### src/rtl/pll_clock_manager_if.sv
// Lock input, increment programming and status/tick outputs of pll_clock_manager.
// The supervisor takes the slave side; whatever drives lock and increments takes the master side.
interface pll_clock_manager_if #(
    parameter int unsigned ACC_WIDTH      = 32,
    parameter int unsigned NUM_CH         = 2,
    parameter int unsigned LOSS_CNT_WIDTH = 8
);
    logic                          pll_locked;
    logic [NUM_CH*ACC_WIDTH-1:0]   inc_i;
    logic                          inc_load;
    logic                          rst_out;
    logic                          ready;
    logic [NUM_CH-1:0]             tick;
    logic [LOSS_CNT_WIDTH-1:0]     loss_count;

    modport master (
        output pll_locked, inc_i, inc_load,
        input  rst_out, ready, tick, loss_count
    );

    modport slave (
        input  pll_locked, inc_i, inc_load,
        output rst_out, ready, tick, loss_count
    );
endinterface

### src/rtl/pll_clock_manager.sv
// PLL lock supervisor: synchronises and qualifies lock, holds downstream reset until
// lock is stable, then emits per-channel fractional-rate tick strobes from phase accumulators.
module pll_clock_manager #(
    parameter int unsigned ACC_WIDTH          = 32,
    parameter int unsigned NUM_CH             = 2,
    parameter int unsigned LOCK_STABLE_CYCLES = 1024,
    parameter int unsigned LOSS_CNT_WIDTH     = 8,
    parameter int unsigned INC_DEFAULT        = 524005
) (
    input  logic                 clock,
    input  logic                 reset,
    pll_clock_manager_if.slave   bus
);
    localparam int unsigned STAB_W = $clog2(LOCK_STABLE_CYCLES);
    localparam logic [STAB_W-1:0] STAB_LAST = STAB_W'(LOCK_STABLE_CYCLES - 1);

    typedef enum logic [1:0] {
        WAIT_LOCK,
        STABILISE,
        RUN,
        LOST
    } state_t;

    state_t                     state;
    state_t                     state_next;
    logic [STAB_W-1:0]          stab_cnt;
    logic [STAB_W-1:0]          stab_next;
    logic                       loss_inc;
    logic                       sync1;
    logic                       lk_s;
    logic                       rst_q;
    logic                       ready_q;
    logic [NUM_CH-1:0]          tick_q;
    logic [LOSS_CNT_WIDTH-1:0]  loss_q;
    logic [ACC_WIDTH-1:0]       acc [NUM_CH];
    logic [ACC_WIDTH-1:0]       inc [NUM_CH];
    logic [ACC_WIDTH:0]         sum [NUM_CH];

    assign bus.rst_out    = rst_q;
    assign bus.ready      = ready_q;
    assign bus.tick       = tick_q;
    assign bus.loss_count = loss_q;

    always_comb begin
        state_next = state;
        stab_next  = stab_cnt;
        loss_inc   = 1'b0;
        case (state)
            WAIT_LOCK: begin
                if (lk_s) begin
                    state_next = STABILISE;
                    stab_next  = '0;
                end
            end
            STABILISE: begin
                if (!lk_s) begin
                    state_next = WAIT_LOCK;
                end else if (stab_cnt == STAB_LAST) begin
                    state_next = RUN;
                end else begin
                    stab_next = stab_cnt + STAB_W'(1);
                end
            end
            RUN: begin
                if (!lk_s) begin
                    state_next = LOST;
                    loss_inc   = 1'b1;
                end
            end
            LOST:    state_next = WAIT_LOCK;
            default: state_next = WAIT_LOCK;
        endcase
    end

    always_comb begin
        for (int unsigned c = 0; c < NUM_CH; c++) begin
            sum[c] = {1'b0, acc[c]} + {1'b0, inc[c]};
        end
    end

    // rst_out/ready/tick are registered from the next state so they change on the same
    // edge as the state flops, and a tick can never coincide with rst_out=1.
    always_ff @(posedge clock) begin
        if (reset) begin
            state    <= WAIT_LOCK;
            stab_cnt <= '0;
            sync1    <= 1'b0;
            lk_s     <= 1'b0;
            rst_q    <= 1'b1;
            ready_q  <= 1'b0;
            tick_q   <= '0;
            loss_q   <= '0;
            for (int unsigned c = 0; c < NUM_CH; c++) begin
                acc[c] <= '0;
                inc[c] <= ACC_WIDTH'(INC_DEFAULT);
            end
        end else begin
            sync1    <= bus.pll_locked;
            lk_s     <= sync1;
            state    <= state_next;
            stab_cnt <= stab_next;
            rst_q    <= (state_next != RUN);
            ready_q  <= (state_next == RUN);
            if (loss_inc && (loss_q != '1)) begin
                loss_q <= loss_q + LOSS_CNT_WIDTH'(1);
            end
            for (int unsigned c = 0; c < NUM_CH; c++) begin
                if (bus.inc_load) begin
                    inc[c] <= bus.inc_i[c*ACC_WIDTH +: ACC_WIDTH];
                end
                if (state == RUN) begin
                    acc[c] <= sum[c][ACC_WIDTH-1:0];
                end else begin
                    acc[c] <= '0;
                end
                tick_q[c] <= (state == RUN) && (state_next == RUN) && sum[c][ACC_WIDTH];
            end
        end
    end
endmodule

### src/flat_wrapper.sv
// flat-port wrapper written by rule: the top's interface ports become plain ports
module pll_clock_manager_flat 
#(
    parameter int unsigned ACC_WIDTH          = 32,
    parameter int unsigned NUM_CH             = 2,
    parameter int unsigned LOCK_STABLE_CYCLES = 1024,
    parameter int unsigned LOSS_CNT_WIDTH     = 8,
    parameter int unsigned INC_DEFAULT        = 524005
)
  (clock, reset, bus_pll_locked, bus_inc_i, bus_inc_load, bus_rst_out, bus_ready, bus_tick, bus_loss_count);
  pll_clock_manager_if #(.ACC_WIDTH(ACC_WIDTH), .NUM_CH(NUM_CH), .LOSS_CNT_WIDTH(LOSS_CNT_WIDTH)) bus_i ();
  input  logic clock;
  input  logic reset;
  input wire logic [$bits(bus_i.pll_locked)-1:0] bus_pll_locked;
  input wire logic [$bits(bus_i.inc_i)-1:0] bus_inc_i;
  input wire logic [$bits(bus_i.inc_load)-1:0] bus_inc_load;
  output wire logic [$bits(bus_i.rst_out)-1:0] bus_rst_out;
  output wire logic [$bits(bus_i.ready)-1:0] bus_ready;
  output wire logic [$bits(bus_i.tick)-1:0] bus_tick;
  output wire logic [$bits(bus_i.loss_count)-1:0] bus_loss_count;
  assign bus_i.pll_locked = bus_pll_locked;
  assign bus_i.inc_i = bus_inc_i;
  assign bus_i.inc_load = bus_inc_load;
  assign bus_rst_out = bus_i.rst_out;
  assign bus_ready = bus_i.ready;
  assign bus_tick = bus_i.tick;
  assign bus_loss_count = bus_i.loss_count;
  pll_clock_manager #(.ACC_WIDTH(ACC_WIDTH), .NUM_CH(NUM_CH), .LOCK_STABLE_CYCLES(LOCK_STABLE_CYCLES), .LOSS_CNT_WIDTH(LOSS_CNT_WIDTH), .INC_DEFAULT(INC_DEFAULT)) u_core (.clock(clock), .reset(reset), .bus(bus_i));
endmodule
### config.mk
export PLATFORM = sky130hd
export DESIGN_NAME = pll_clock_manager_flat
export DESIGN_NICKNAME = d
export VERILOG_FILES = /design/src/rtl/pll_clock_manager_if.sv /design/src/rtl/pll_clock_manager.sv /design/src/flat_wrapper.sv
export SDC_FILE = /design/constraint.sdc
export NUM_CORES = 1
export LEC_CHECK = 0
export CORE_ASPECT_RATIO = 1.25
export CORE_UTILIZATION = 60
export CTS_CLUSTER_SIZE = 28
export DETAILED_ROUTE_END_ITERATION = 16
export GPL_TIMING_DRIVEN = 0
export PLACE_DENSITY = 0.83
export SLEW_MARGIN = 40
export SYNTH_ARGS = -nofsm -noshare
export SYNTH_HDL_FRONTEND = slang
export SYNTH_SLANG_ARGS = --single-unit
### constraint.sdc
create_clock -name clock -period 4.2 [get_ports clock]
set_input_delay 1.05 -clock clock [delete_from_list [all_inputs] [get_ports clock]]
set_output_delay 1.05 -clock clock [all_outputs]
set_load 0.05 [all_outputs]
==> metrics.txt <==
status=complete, no violations; DRC=0; Max Freq=~0.31 GHz; worst slack, placed=0.975 ns; Synth Instances=867; critical path launch point type=flop; die area=14,900 µm²; nets=1,133; first-pass GRT wire length=30,200 µm; setup repair bufs after CTS=0; gr ovfl total=0; count leader, synth=edfxtp_1; Design Area, Final=10,400 µm²; initial antenna violation count=0; Layout Skew=0.00875 ns; initial detailed-routing violation count=288; cell family with most CP delay=compound AO/OA/AOI/OAI gates; vias in the first global route=6,661; CTS H-tree depth=4; Yosys cell types=62; Least-Margin Pin Slew=around 0.82 ns; Num CTS Buffers=17; hold crit path type=reg -> reg; post-synthesis compound-gate area fraction=0.167; Reg area=4040 µm²; Seq cells post-synth=154; Crit path depth=10; wire per inst=15.7 µm; DR pass1 iterations=6; critical path class=reg -> reg; Non-Filler Instances=1,185; Placed Cells=1,153; filler cell count=994; # IOs=80; simple-gate portion of the synthesized area=0.185; Critical Path RT=4.37 ns; Seq/Total Area, Yosys=0.466; PortBufs=79; clock tree from TritonCTS=yes; layout cells sized above 1=0.0465; CP Capture Type=flop; crit path cell chain=ha_1 > fa_1 > a21oi_1 > o211ai_1 > a31oi_1 > o31a_1 > o311ai_1 > a221o_1 > o31ai_2 > mux2i_1; fin util=0.748; # rows=48; clock sink total=154; Clock Pin Slew Worst Setup and Hold Paths=~0.06 ns; Buf+Inv Stages, Crit Path=0; ANT nets after route=0; final worst-path setup slack=0.938 ns; Synth Area in Adders=0.0999; worst r2r path cells=10; Critical Path AT=3.43 ns; Die Ht=136 µm; unrepaired setup endpoints after global routing=no; later-pin clock latency in the skew report=~0.43 ns; Die Wd=110 µm; clk buf depth=2; PwrDens=357 nW/µm²; hold_buf cts=0; P_leak=4.22 nW; Async SR Flop Fraction=0; largest cells by area after synthesis=edfxtp_1 33%, dfxtp_1 13%, ha_1 9.5%; Yosys warnings=0; PostCTS Resize Cnt=0; max incr delay on CP=0.43 ns; HPWL after DPL=13,600 µm; dominant synthesized flop cell=edfxtp_1; final hold viol count=0; Post-synth EDFFs=96; Worst Hold Slack=0.444 ns; hold depth=1; Final TNS setup=0 ns; ANT cells=0; crit path time final=3.26 ns; final setup violation count=0; Initial Util=0.622; Rel. slew slack=0.451; Commonest cells post-synth=96 x edfxtp_1, 89 x nor2_1, 75 x a21oi_1, 66 x ha_1, 59 x nand2_1; fin. max-slew vios=0; largest family of logic cells by synthesized area=simple AND/OR/NAND/NOR gates; DR vias=6,743; Post-Syn Area=between 8000 and 9000 µm²; post-synthesis xor/xnor area fraction=0.0566; Area growth syn-to-layout=20.1%; largest area contributor in the netlist=edfxtp_1; Tot Pwr=about 3.7 mW; gpl congestion=between 0.9 and 1; total wire length=18,600 µm; syn_area_per_cell=10.0 µm²; global-route usage over all layers=0.266; CORE AREA=13,900 µm²; post-synthesis mux area share=0.00577; routed vias/inst=5.69; Max-Cap Viols=0; largest net degree at the start of global routing=37; top cell type's share of synthesized area=0.332; Root Driver=clkbuf_16; final worst-path cycle share=0.777; area of the multi-input gates=4570 µm²; CP max FO=3; peak supply drop=about 290 µV; placed cell areas=9820 µm²; Critical-path top delay cell=fa_1
## cell type report
cell class	instances	share of cell area
plain buffers	30	0.0110
clock buffers	26	0.0532
clock inverters	6	0.00420
inverters	15	0.00540
multi-input cells	699	0.439
flip-flops and latches	154	0.388
well taps	175	0.0210
repair buffers	80	0.0778
## cell families after synthesis
logic type      Yosys count
compound gates          222
fa+ha+maj                68
mux                       5
flops                   154
xor+xnor                 56
other cells               1
simple gates            316
buf+inv                  45
## metal layers
metal | part of all wire | vias up | track usage
met5 | 0 | - | 0
met4 | 0.035 | 0 | 0.136
met3 | 0.030 | 49 | 0.0455
met2 | 0.52 | 146 | 0.476
met1 | 0.41 | 3186 | 0.300
li1 | - | 3362 | -
## power by group
part           switching [mW]  leakage, nW  total, mW  internal [mW]
clock                   0.606        0.296       1.52          0.918
combinational           0.272         2.48      0.494          0.222
sequential             0.0256         1.44       1.70           1.67
## worst paths after layout
kind,slack [ns],endpoint,startpoint
setup / recovery,0.94,u_core.acc[0][28],u_core.acc[0][0]
hold / removal,0.44,u_core.lk_s,u_core.sync1
setup reg to reg,0.94,u_core.acc[0][28],u_core.acc[0][0]
hold reg to reg,0.44,u_core.lk_s,u_core.sync1
## flip-flops by register name (all words and copies together) (netlist names)
register,count
u_core.sync1,1
u_core.state,2
u_core.inc,64
u_core.bus.rst_out,1
u_core.acc,64
u_core.bus.loss_count,8
u_core.bus.tick,2
u_core.lk_s,1
u_core.stab_cnt,10
u_core.bus.ready,1
## cells in the final DEF, fill, tap and decap left out, types with 5 or more instances in the layout
cell type        instances
edfxtp_1                96
nor2_1                  89
clkdlybuf4s50_1         79
a21oi_1                 75
ha_1                    66
nand2_1                 59
dfxtp_1                 58
and2_1                  42
nand2b_1                39
o21ai_0                 35
conb_1                  32
clkbuf_1                31
xnor2_1                 30
a21o_1                  30
xor2_1                  26
clkbuf_16               21
nor3_1                  16
inv_1                   15
nand3_1                 14
or3_1                   14
nor2b_1                 13
o21bai_1                13
o21ai_1                 10
nand4_1                 10
o21a_1                  10
and3_1                   8
a31oi_1                  6
a211oi_1                 5
mux2i_1                  5
(Power assumes the default switching activity.)
